**src/rtl/mm_spart.sv**
```systemverilog
// Memory-mapped 8N1 serial port: TX holding register + shifter, RX with
// 2-flop synchronizer and mid-bit sampling, programmable divisor, status.
module mm_spart #(
  parameter logic [15:0] BASE_ADDR   = 16'hC000,
  parameter logic [15:0] DEFAULT_DIV = 16'd434
) (
  input  logic        clk,
  input  logic        rst,
  input  logic [15:0] addr,
  input  logic [15:0] wdata,
  input  logic        mm_we,
  input  logic        mm_re,
  output logic [15:0] rdata,
  input  logic        rxd,
  output logic        txd,
  output logic [1:0]  dbg_tx_state,
  output logic [2:0]  dbg_rx_state
);

  typedef enum logic [1:0] {TX_IDLE, TX_START, TX_DATA, TX_STOP} tx_state_t;
  typedef enum logic [2:0] {RX_IDLE, RX_START, RX_DATA, RX_STOP, RX_BREAK} rx_state_t;

  logic        w_hit;
  logic [1:0]  w_off;
  logic        w_wr_data, w_wr_stat, w_wr_div, w_rd_data, w_tx_accept;

  logic [15:0] r_div;
  logic [7:0]  r_tx_hold;
  logic        r_tx_full;
  tx_state_t   r_tx_state, w_tx_next;
  logic [15:0] r_tx_cnt;
  logic [2:0]  r_tx_bit;
  logic [7:0]  r_tx_shift, w_tx_shift_next;
  logic        r_txd, w_txd_next, w_tx_load, w_tx_tick, w_tx_busy;

  logic        r_rx_s1, r_rx_s2;
  rx_state_t   r_rx_state, w_rx_next;
  logic [15:0] r_rx_cnt;
  logic [2:0]  r_rx_bit;
  logic [7:0]  r_rx_shift, r_rx_byte;
  logic        r_rx_valid, r_rx_ovr, r_frame_err;
  logic        w_rx_tick, w_rx_sample, w_rx_done, w_rx_ferr;

  assign w_hit       = (addr[15:2] == BASE_ADDR[15:2]);
  assign w_off       = addr[1:0];
  assign w_wr_data   = w_hit & mm_we & (w_off == 2'd0);
  assign w_wr_stat   = w_hit & mm_we & (w_off == 2'd1);
  assign w_wr_div    = w_hit & mm_we & (w_off == 2'd2);
  assign w_rd_data   = w_hit & mm_re & (w_off == 2'd0);
  // DATA write is a valid/ready handshake: the byte is taken only when the
  // holding register was empty before the edge (tx_ready), else dropped.
  assign w_tx_accept = w_wr_data & ~r_tx_full;

  assign txd          = r_txd;
  assign dbg_tx_state = r_tx_state;
  assign dbg_rx_state = r_rx_state;

  // ---------------- TX FSM ----------------
  assign w_tx_tick = (r_tx_cnt == 16'd0);

  always_ff @(posedge clk) begin
    if (rst) begin
      r_tx_state <= TX_IDLE;
      r_tx_cnt   <= 16'd0;
      r_tx_bit   <= 3'd0;
      r_tx_shift <= 8'd0;
      r_txd      <= 1'b1;
      r_tx_full  <= 1'b0;
      r_tx_hold  <= 8'd0;
    end else begin
      r_tx_state <= w_tx_next;
      r_tx_shift <= w_tx_shift_next;
      r_txd      <= w_txd_next;
      if (w_tx_load || (r_tx_state != TX_IDLE && w_tx_tick))
        r_tx_cnt <= r_div;
      else if (r_tx_state != TX_IDLE)
        r_tx_cnt <= r_tx_cnt - 16'd1;
      if (w_tx_load)
        r_tx_bit <= 3'd0;
      else if (r_tx_state == TX_DATA && w_tx_tick)
        r_tx_bit <= r_tx_bit + 3'd1;
      if (w_tx_load)
        r_tx_full <= 1'b0;
      else if (w_tx_accept)
        r_tx_full <= 1'b1;
      if (w_tx_accept)
        r_tx_hold <= wdata[7:0];
    end
  end

  always_comb begin
    w_tx_next = r_tx_state;
    w_tx_load = 1'b0;
    case (r_tx_state)
      TX_IDLE:  if (r_tx_full) begin
                  w_tx_load = 1'b1;
                  w_tx_next = TX_START;
                end
      TX_START: if (w_tx_tick) w_tx_next = TX_DATA;
      TX_DATA:  if (w_tx_tick && r_tx_bit == 3'd7) w_tx_next = TX_STOP;
      TX_STOP:  if (w_tx_tick) begin
                  // Chain straight into the next start bit with no idle bit.
                  if (r_tx_full) begin
                    w_tx_load = 1'b1;
                    w_tx_next = TX_START;
                  end else begin
                    w_tx_next = TX_IDLE;
                  end
                end
      default:  w_tx_next = TX_IDLE;
    endcase
  end

  always_comb begin
    w_tx_shift_next = r_tx_shift;
    if (w_tx_load)
      w_tx_shift_next = r_tx_hold;
    else if (r_tx_state == TX_DATA && w_tx_tick)
      w_tx_shift_next = {1'b0, r_tx_shift[7:1]};
    case (w_tx_next)
      TX_START: w_txd_next = 1'b0;
      TX_DATA:  w_txd_next = w_tx_shift_next[0];
      default:  w_txd_next = 1'b1;
    endcase
    w_tx_busy = (r_tx_state != TX_IDLE);
  end

  // ---------------- RX FSM ----------------
  assign w_rx_tick = (r_rx_cnt == 16'd0);

  always_ff @(posedge clk) begin
    if (rst) begin
      r_rx_s1    <= 1'b1;
      r_rx_s2    <= 1'b1;
      r_rx_state <= RX_IDLE;
      r_rx_cnt   <= 16'd0;
      r_rx_bit   <= 3'd0;
      r_rx_shift <= 8'd0;
    end else begin
      r_rx_s1    <= rxd;
      r_rx_s2    <= r_rx_s1;
      r_rx_state <= w_rx_next;
      case (r_rx_state)
        RX_IDLE:                    r_rx_cnt <= {1'b0, r_div[15:1]};
        RX_START, RX_DATA, RX_STOP: r_rx_cnt <= w_rx_tick ? r_div : r_rx_cnt - 16'd1;
        default:                    r_rx_cnt <= r_rx_cnt;
      endcase
      if (r_rx_state == RX_START)
        r_rx_bit <= 3'd0;
      else if (w_rx_sample)
        r_rx_bit <= r_rx_bit + 3'd1;
      if (w_rx_sample)
        r_rx_shift <= {r_rx_s2, r_rx_shift[7:1]};
    end
  end

  always_comb begin
    w_rx_next = r_rx_state;
    case (r_rx_state)
      RX_IDLE:  if (!r_rx_s2) w_rx_next = RX_START;
      RX_START: if (w_rx_tick) w_rx_next = r_rx_s2 ? RX_IDLE : RX_DATA;
      RX_DATA:  if (w_rx_tick && r_rx_bit == 3'd7) w_rx_next = RX_STOP;
      RX_STOP:  if (w_rx_tick) w_rx_next = r_rx_s2 ? RX_IDLE : RX_BREAK;
      RX_BREAK: if (r_rx_s2) w_rx_next = RX_IDLE;
      default:  w_rx_next = RX_IDLE;
    endcase
  end

  always_comb begin
    w_rx_sample = (r_rx_state == RX_DATA) && w_rx_tick;
    w_rx_done   = (r_rx_state == RX_STOP) && w_rx_tick && r_rx_s2;
    w_rx_ferr   = (r_rx_state == RX_STOP) && w_rx_tick && !r_rx_s2;
  end

  // ---------------- Registers and status ----------------
  always_ff @(posedge clk) begin
    if (rst) begin
      r_div       <= DEFAULT_DIV;
      r_rx_byte   <= 8'd0;
      r_rx_valid  <= 1'b0;
      r_rx_ovr    <= 1'b0;
      r_frame_err <= 1'b0;
    end else begin
      if (w_wr_div)
        r_div <= (wdata < 16'd3) ? 16'd3 : wdata;
      if (w_rx_done)
        r_rx_byte <= r_rx_shift;
      // New byte beats a concurrent DATA read; error sets beat clears.
      if (w_rx_done)
        r_rx_valid <= 1'b1;
      else if (w_rd_data)
        r_rx_valid <= 1'b0;
      if (w_rx_done && r_rx_valid && !w_rd_data)
        r_rx_ovr <= 1'b1;
      else if (w_wr_stat && wdata[2])
        r_rx_ovr <= 1'b0;
      if (w_rx_ferr)
        r_frame_err <= 1'b1;
      else if (w_wr_stat && wdata[3])
        r_frame_err <= 1'b0;
    end
  end

  always_comb begin
    rdata = 16'h0000;
    if (w_hit && mm_re) begin
      case (w_off)
        2'd0:    rdata = {8'h00, r_rx_byte};
        2'd1:    rdata = {11'b0, w_tx_busy, r_frame_err, r_rx_ovr, r_rx_valid, ~r_tx_full};
        2'd2:    rdata = r_div;
        default: rdata = 16'h0000;
      endcase
    end
  end

endmodule

```
**config.mk**
```make
export PLATFORM = sky130hd
export DESIGN_NAME = mm_spart
export DESIGN_NICKNAME = d
export VERILOG_FILES = /design/src/rtl/mm_spart.sv
export SDC_FILE = /design/constraint.sdc
export NUM_CORES = 1
export LEC_CHECK = 0
export CAP_MARGIN = 20
export CORE_MARGIN = 8
export CORE_UTILIZATION = 56
export DETAILED_ROUTE_END_ITERATION = 10
export GPL_TIMING_DRIVEN = 0
export HOLD_SLACK_MARGIN = 0.02
export PLACE_DENSITY_LB_ADDON = 0.25
export SYNTH_ARGS = -nofsm -noshare
export SYNTH_HDL_FRONTEND = slang
export SYNTH_SLANG_ARGS = --single-unit
```
**constraint.sdc**
```tcl
create_clock -name clk -period 4.1 [get_ports clk]
set_input_delay 1.23 -clock clk [delete_from_list [all_inputs] [get_ports clk]]
set_output_delay 1.23 -clock clk [all_outputs]
set_load 0.02 [all_outputs]
```
==> impl_metrics.yaml <==
run_status:
  status: "complete, no violations"
setup_path:
  crit_top_cell: "nor2_1"
  r2r_setup_slack_ns: 0.96
  cp_cell_sequence: "buf_1 > buf_4 > mux2i_1 > nor2_1 > a21oi_1 > nor2_1 > clkdlybuf4s50_1"
  cp.required_ns: 2.87
  path_buf_inv: 3
  r2r-end: "r_tx_cnt[4]"
  cp_max_fo: 10
  slowest_stage: "clkdlybuf4s50_1"
  critPathTopFamily: "buffers and inverters"
  reg2reg_depth: 8
  cp-end-kind: "output port"
  critPathMaxStageDelay_ns: 0.54
  cp-start-kind: "input pin"
  path_class: "input pin to output port"
  critPathArrivalTime_ns: 2.80
  reg2reg_from: "r_tx_cnt[0]"
global_route:
  track_usage_pct: 22.31
  grt.overflow.total: 0
  grt_max_degree: 19
  grt_pass1_vias: 4735
  grt_pass1_wl_mm: 23.08
  grt_antenna_before_repair: 0
routing:
  drc: 0
  wl_mm: 14.41
  post_drt_wl_per_cell_um: 18.36
  via_per_inst: 6.153
  drt-initial-drc-count: 239
  vias: 4830
  final_antenna_net_count: 0
  drt-pass1-iter-count: 5
final_layout:
  instances_no_fill: 785
  multi_input_area_sq_mm: 0.002856
  final_util_pct: 68.82
  antennaDiodeCount: 0
  seq_area_sq_mm: 0.001962
  drive_gt1_share_pct: 9.453
  fillers: 706
  fin_nets: 721
  area.growth.synth_to_final_pct: 19.24
clocking:
  clock-sinks: 98
  cts_buffers: 9
  cts_root_buf: "clkbuf_8"
  hold_buffers: 0
  ctsHtreeMaxLevel: 3
  cts_max_path_buffers: 2
  cts.clk_slew.worst_paths_ns: 0.10
  cts_tree: "done"
  clk_latency_ns: 0.37
synthesis:
  syn-num-nets: 650
  yosysSeqAreaShare_pct: 38.98
  yosysWarningCount: 0
  async_reset_ff_share_pct: 0
  ys_top_cells_by_count: "nor2_1 (100), dfxtp_1 (98), mux2i_1 (42)"
  synth.top_cell.area_share_pct: 38.98
  synth-edff-count: 0
  synth.avg_cell_area_sq_um: 8.375
  synth_cell_type_count: 56
  yosys.area.top_type: "dfxtp_1"
  ys.flop_type: "dfxtp_1"
  synth_most_common_cell: "nor2_1"
  synth_area_leaders: "dfxtp_1 (39%), mux2i_1 (8.4%), nor2_1 (7.5%), a21oi_1 (4.1%), ha_1 (3.0%)"
  synthesis.instances: 601
  syn_area_sq_mm: 0.005034
  ys_ff_latch: 98
timing:
  period_minus_slack_ns: 4.033
  worst_slack_ns: 0.06654
  max_freq_ghz: 0.2479
  fin_skew_ns: 0.01168
  slew_violations: 0
  hold_viol: 0
  finalSetupViolations: 0
  tightestPinTransition_ns: 0.8526
  fin_crit_sh_pct: 98.38
  fin_setup_tns_ns: 0
  slew_headroom_pct: 42.64
floorplan:
  coreArea_sq_mm: 0.008721
  row_count: 34
  die-area_sq_mm: 0.01228
  initial_core_util_pct: 57.72
  die_x_um: 110.8
  pin_count: 59
  die_h_um: 110.8
placement:
  numPortBuffers: 55
  post-place-ws_ns: -1.147
  gp_congestion: 0.8948
  placed_cells: 764
  dp_hpwl_mm: 10.39
min_path:
  hold_class: "flop to flop"
  holdPathStages: 1
  hold_end: "r_rx_s2"
  min_from: "r_rx_s1"
power:
  power_w: 0.001792
  p_leak_nw: 2.520
  p_per_area_mw_per_mm2: 298.6
  ir_worst_vdd_v: 0.0001998
job:
  maxCapViolCount: 0
layer usage:
layer	vias to the layer above	wire, um	GRT usage (%)
li1	2286	-	-
met1	2310	6026	26.80
met2	196	6878	37.76
met3	38	1101	4.708
met4	0	406	8.829
met5	-	0	0
flip-flops by register name, indices dropped and copies added, names as in the netlist, 2 cells and up:
register,cells
dbg_rx_state,3
r_rx_byte,8
r_rx_bit,3
r_tx_cnt,16
r_tx_shift,8
r_tx_bit,3
r_rx_cnt,16
r_div,16
dbg_tx_state,2
r_tx_hold,8
r_rx_shift,8
cells by family after synthesis:
kind of cell	Yosys count	synth area share [%]
and+or+nand+nor	232	22.69
xor gates and xnor gates	23	4.002
AOI/OAI and AO/OA	128	17.70
muxes	42	8.352
buffers and inverters	66	5.294
DFF	98	38.98
adders and majority gates	12	2.983
final cells by class:
class,count,area share (%)
clock buffers,9,2.064
inverters,26,1.626
plain buffers,39,2.835
repair buffers,61,9.944
well taps,108,2.251
flip-flops and latches,98,32.69
multi-input cells,437,47.59
clock inverters,7,1.001
placed cells by master, fill, tap and decap left out, drive strengths merged, types with 6 or more instances in the layout:
cell type      instances
nor4                  11
a211oi                16
a221oi                14
nand3                 11
nand2                 40
a211o                 11
nor2b                  6
or3                    6
inv                   30
and2                  12
nor3                  12
dfxtp                 98
buf                   22
xor2                   9
clkbuf                40
a22oi                  6
nor2                 100
or4                   13
xnor2                 14
clkdlybuf4s50         26
a21oi                 41
or2                    6
ha                    12
o21ai                  9
mux2i                 42
dlygate4sd2           12
timing repair:
item                                   4_1_cts  5_1_grt
endpoints found under the hold margin        0        0
gates resized for setup                     72       22
buffers inserted                             2        3
setup endpoints to repair                   16       15
pin swaps                                    8        8
how the worst max path moves through the flow:
stage,start,endpoint,slack (ns),depth (start not counted)
global placement,addr[6],rdata[13],-1.10,9
detailed placement,addr[10],rdata[13],-1.15,9
finish,addr[1],rdata[3],0.07,7
CTS,addr[7],rdata[8],-0.004,8
floorplan,addr[10],rdata[10],0.12,7
global route,addr[4],rdata[13],-0.03,8
report_power, final:
group	internal, W	leakage [nW]	switching [W]
Clock	0.000233	0.0965	0.000373
Combinational	0.0000903	1.63	0.000119
Sequential	0.000963	0.792	0.0000134
metrics by stage:
step	hold slack, ns	instance area, sq um
3_3_place_gp	0.3992	5719
4_1_cts	0.4301	5924
2_1_floorplan	0.3895	5034
3_5_place_dp	0.4057	5719
6_report	0.4276	6002
5_1_grt	0.4399	6002
(Power assumes the default switching activity.)
==> variant 1, RTL diff (same settings) <==
`r_tx_shift` no longer has a reset.
--- a/src/rtl/mm_spart.sv
+++ b/src/rtl/mm_spart.sv
@@ -63,13 +63,11 @@
       r_tx_state <= TX_IDLE;
       r_tx_cnt   <= 16'd0;
       r_tx_bit   <= 3'd0;
-      r_tx_shift <= 8'd0;
       r_txd      <= 1'b1;
       r_tx_full  <= 1'b0;
       r_tx_hold  <= 8'd0;
     end else begin
       r_tx_state <= w_tx_next;
-      r_tx_shift <= w_tx_shift_next;
       r_txd      <= w_txd_next;
       if (w_tx_load || (r_tx_state != TX_IDLE && w_tx_tick))
         r_tx_cnt <= r_div;
@@ -86,6 +84,10 @@
       if (w_tx_accept)
         r_tx_hold <= wdata[7:0];
     end
+  end
+
+  always_ff @(posedge clk) begin
+    r_tx_shift <= w_tx_shift_next;
   end
 
   always_comb begin
Function: same outputs for any inputs over 4 cycles, from zero or initial values and one cycle with rst high; that may be too few to reach the edited logic, so the function may still have changed.
==> variant 1 against the unedited design <==
Power increased by 4.8%; sequential cell count did not move; count of clock-buffer cells in the layout stayed put; synthesized area increased by 3.9%; global-route usage rose by 1.2 points; via count up 5.2%; sequential power increased by 1%; cell area up 3.2%; critical path depth did not move; setup slack improved by 23 ps; routed wire length increased by 3.5%; largest cell class unchanged.
==> variant 1: results (changes against the unedited design) <==
Unique masters post-synth=63 (was 56); Synth Net Count=671 (was 650); mean routed wirelength per cell=18.5 µm (was 18.4 µm); worst reg-to-reg setup slack=1270 ps (was 960 ps); fin crit period=4010 ps (was 4030 ps); vias after detailed routing=5082 (was 4830); met1 Use GR=0.311 (was 0.268); Place WS=-915 ps (was -1150 ps); commonest cells in the netlist=91 x dfxtp_1, 60 x nor2_1, 52 x nand2_1 (was 100 x nor2_1, 98 x dfxtp_1, 42 x mux2i_1); Clock transition at path regs=100 ps (about the same); vias in the first global route=4855 (was 4735); met2 WL=6800 µm (was 6880 µm); CP Launch Point=addr[11] (was addr[1]); Detailed Route Iter0 Violations=509 (was 239); Avg Cell Area, Syn=8.41 µm² (was 8.38 µm²); total gr overflow=0 (unchanged); sum of routed wire segments on met1=6490 µm (was 6030 µm); Slowest cell on crit path=clkdlybuf4s50_1 (unchanged); layout cells sized above 1=0.0993 (was 0.0945); Worst R2R Start=r_rx_cnt[0] (was r_tx_cnt[0]); met2 Resource Use GR=0.368 (was 0.378); Area contributors post-synth=dfxtp_1 35%, mux2i_1 5.2%, nor2_1 4.3% (was dfxtp_1 39%, mux2i_1 8.4%, nor2_1 7.5%); Final HPWL DP=10900 µm (was 10400 µm); Peak VDD IR=240 µV (was 200 µV); status=finished, final reports clean (unchanged); met3 usage=0.0499 (was 0.0471); Port Buffers=57 (was 55); DR WL met3=1320 µm (was 1100 µm); internal power=1.33 mW (was 1.29 mW); EDFF count, synth=7 (was 0); Final GP Congestion=0.904 (was 0.895); CP Max Fanout=8 (was 10); Setup crit end=rdata[15] (was rdata[3]); Setup Skew=11.9 ps (was 11.7 ps); worst slew pin tran=759 ps (was 853 ps); Worst R2R End=r_rx_byte[1] (was r_tx_cnt[4]); Seq/Total Area, Yosys=0.389 (was 0.390); Pleak=2.30 nW (was 2.52 nW); first-pass GRT wire length=24300 µm (was 23100 µm); nets=739 (was 721); via-per-instance ratio=6.31 (was 6.15); Cell Area, Placed=0.00594 mm² (was 0.00572 mm²); Total GRT Usage=0.235 (was 0.223); cell family with most CP delay=simple AND/OR/NAND/NOR gates (was buffers and inverters); slowest stage delay, CP=410 ps (was 540 ps); Post-Place Cells=790 (was 764); largest net degree at the start of global routing=20 (was 19)
[variant 1: cell count changes in the layout (fill, tap and decap cells not counted), sizes merged, moves of 8 or more]
cell	change
nor2	-40
o21ai	+18
mux2i	-15
clkdlybuf4s50	+13
nor3	+13
dlygate4sd2	-12
nand2	+12
nor4	+10
or4	-8
[variant 1: layout make-up]
type | instances | area, µm²
plain buffers | 45 | 203
clock buffers | 9 | 124
clock inverters | 7 | 72.6
fillers | 774 | 2960
inverters | 25 | 93.8
multi-input cells | 453 | 2980
flip-flops and latches | 98 | 2030
well taps | 111 | 139
repair buffers | 58 | 548
[variant 1: cells by family (layout without fill, tap and decap cells)]
logic type	after synthesis	in the layout	synth area share
XOR/XNOR	25	25	0.0419
AND/OR/NAND/NOR	237	237	0.238
buffers and inverters	71	144	0.0546
flip-flops	98	98	0.389
multiplexers	27	27	0.0517
AO/OA/AOI/OAI	152	152	0.197
adder cells (fa/ha/maj)	12	12	0.0287
[variant 1: worst min path at each step]
stage | endpoint | slack [ps] | cells after the start
after detailed placement | r_rx_s2 | 400 | 1
after global routing | r_rx_s2 | 430 | 1
after global placement | r_rx_s2 | 400 | 1
after CTS | r_rx_s2 | 430 | 1
after floorplan | r_rx_s2 | 390 | 1
final | r_rx_s2 | 420 | 1
[variant 1: power groups by stage]
stage	Clock (mW)	Combinational, mW	Sequential (mW)
CTS	0.636	0.254	0.990
detailed placement	0	0.251	1.01
global route	0.676	0.282	0.992
finish	0.628	0.260	0.990
floorplan	0	0.164	1.01
global placement	0	0.244	1.01
[variant 1: repair_timing]
| action | in CTS | in global routing |
|---|---|---|
| setup buffers | 1 | 0 |
| gates resized for setup | 78 | 32 |
| setup endpoints to repair | 16 | 16 |
| hold endpoints to repair | 0 | 0 |
| pin swaps | 2 | 7 |
==> variant 2, RTL diff (config.mk and constraints unchanged) <==
Made on the original files. `DEFAULT_DIV`: 16'd434 -> 16'd256.
--- a/src/rtl/mm_spart.sv
+++ b/src/rtl/mm_spart.sv
@@ -2,7 +2,7 @@
 // 2-flop synchronizer and mid-bit sampling, programmable divisor, status.
 module mm_spart #(
   parameter logic [15:0] BASE_ADDR   = 16'hC000,
-  parameter logic [15:0] DEFAULT_DIV = 16'd434
+  parameter logic [15:0] DEFAULT_DIV = 16'd256
 ) (
   input  logic        clk,
   input  logic        rst,
Function: changed (a bounded check fails within 4 cycles, from zero or initial values and one cycle with rst high).
==> variant 2 against the unedited design <==
Critical endpoint is now rdata[11]; clock skew down 1.6 ps; critical path type unchanged; sequential cell count unchanged; routed wire length up 1.1%; power up 7.8%; synthesized area down 0.37%; cell area down 0.27%; setup slack worse by 42 ps; die area down 0.32%.
==> variant 2: results (changes against the unedited design) <==
met2 WL=7090 µm (was 6880 µm); sequential share of power=0.510 (was 0.545); Final GP Congestion=0.929 (was 0.895); Peak VDD IR=179 µV (was 200 µV); Synth Area in Adders=0.0299 (was 0.0298); Slowest cell on crit path=and4_4 (was clkdlybuf4s50_1); Unique masters post-synth=55 (was 56); commonest cells in the netlist=98 x dfxtp_1, 75 x nand2_1, 75 x nor2_1 (was 100 x nor2_1, 98 x dfxtp_1, 42 x mux2i_1); Place WS=-1340 ps (was -1150 ps); met2 Resource Use GR=0.383 (was 0.378); CP Launch Point=addr[4] (was addr[1]); mux cell area share after synthesis=0.0661 (was 0.0835); layout cells sized above 1=0.0913 (was 0.0945); worst slew pin tran=752 ps (was 853 ps); vias in the first global route=4670 (was 4735); Detailed Route Iter0 Violations=311 (was 239); first-pass GRT wire length=23400 µm (was 23100 µm); XOR/XNOR Fraction of Synth Area=0.0384 (was 0.0400); crit path DAT=2850 ps (was 2800 ps); sum of routed wire segments on met1=6170 µm (was 6030 µm); via-per-instance ratio=6.20 (was 6.15); Total GRT Usage=0.226 (was 0.223); Avg Cell Area, Syn=8.15 µm² (was 8.38 µm²); switching pwr=0.596 mW (was 0.506 mW); nets=734 (was 721); Area contributors post-synth=dfxtp_1 39%, mux2i_1 6.4%, nand2_1 5.6% (was dfxtp_1 39%, mux2i_1 8.4%, nor2_1 7.5%); Port Buffers=56 (was 55); status=finished, final reports clean (unchanged); Pleak=2.31 nW (was 2.52 nW); Synth Net Count=664 (was 650); combinational group share of total power=0.176 (was 0.117); Cell Area, Placed=0.00572 mm² (about the same); Post-Place Cells=779 (was 764); total power=1.93 mW (was 1.79 mW); Fillers=679 (was 706); met3 usage=0.0438 (was 0.0471); Finished Cell Area=0.00599 mm² (was 0.00600 mm²); Final HPWL DP=10300 µm (was 10400 µm); complex-gate fraction of the synthesized area=0.191 (was 0.177)
==> variant 2: timing repair <==
action                                  in CTS  in global routing
gates resized for setup                     90                  7
pin swaps                                    7                  4
hold endpoints to repair                     0                  0
endpoints found under the setup margin      16                 12
setup buffers                                1                  3
==> variant 2: path summary, 6_finish.rpt <==
path	to	slack [ps]	depth (start not counted)
hold / removal	r_rx_s2	440	1
setup / recovery	rdata[11]	20	8
setup reg to reg	txd	1250	8
hold reg to reg	r_rx_s2	440	1
==> variant 2: area by class of cell <==
class,instances,area share
multi-input combinational,451,0.480
sequential,98,0.328
timing repair buffer,61,0.0978
buffer,38,0.0257
tap,108,0.0226
clock buffer,9,0.0207
inverter,26,0.0163
clock inverter,7,0.00962
==> variant 2: worst max-delay path, delay by kind of cell <==
kind | cells | cell delay, ps
AND/OR/NAND/NOR | 6 | 1250
buffers and inverters | 2 | 370
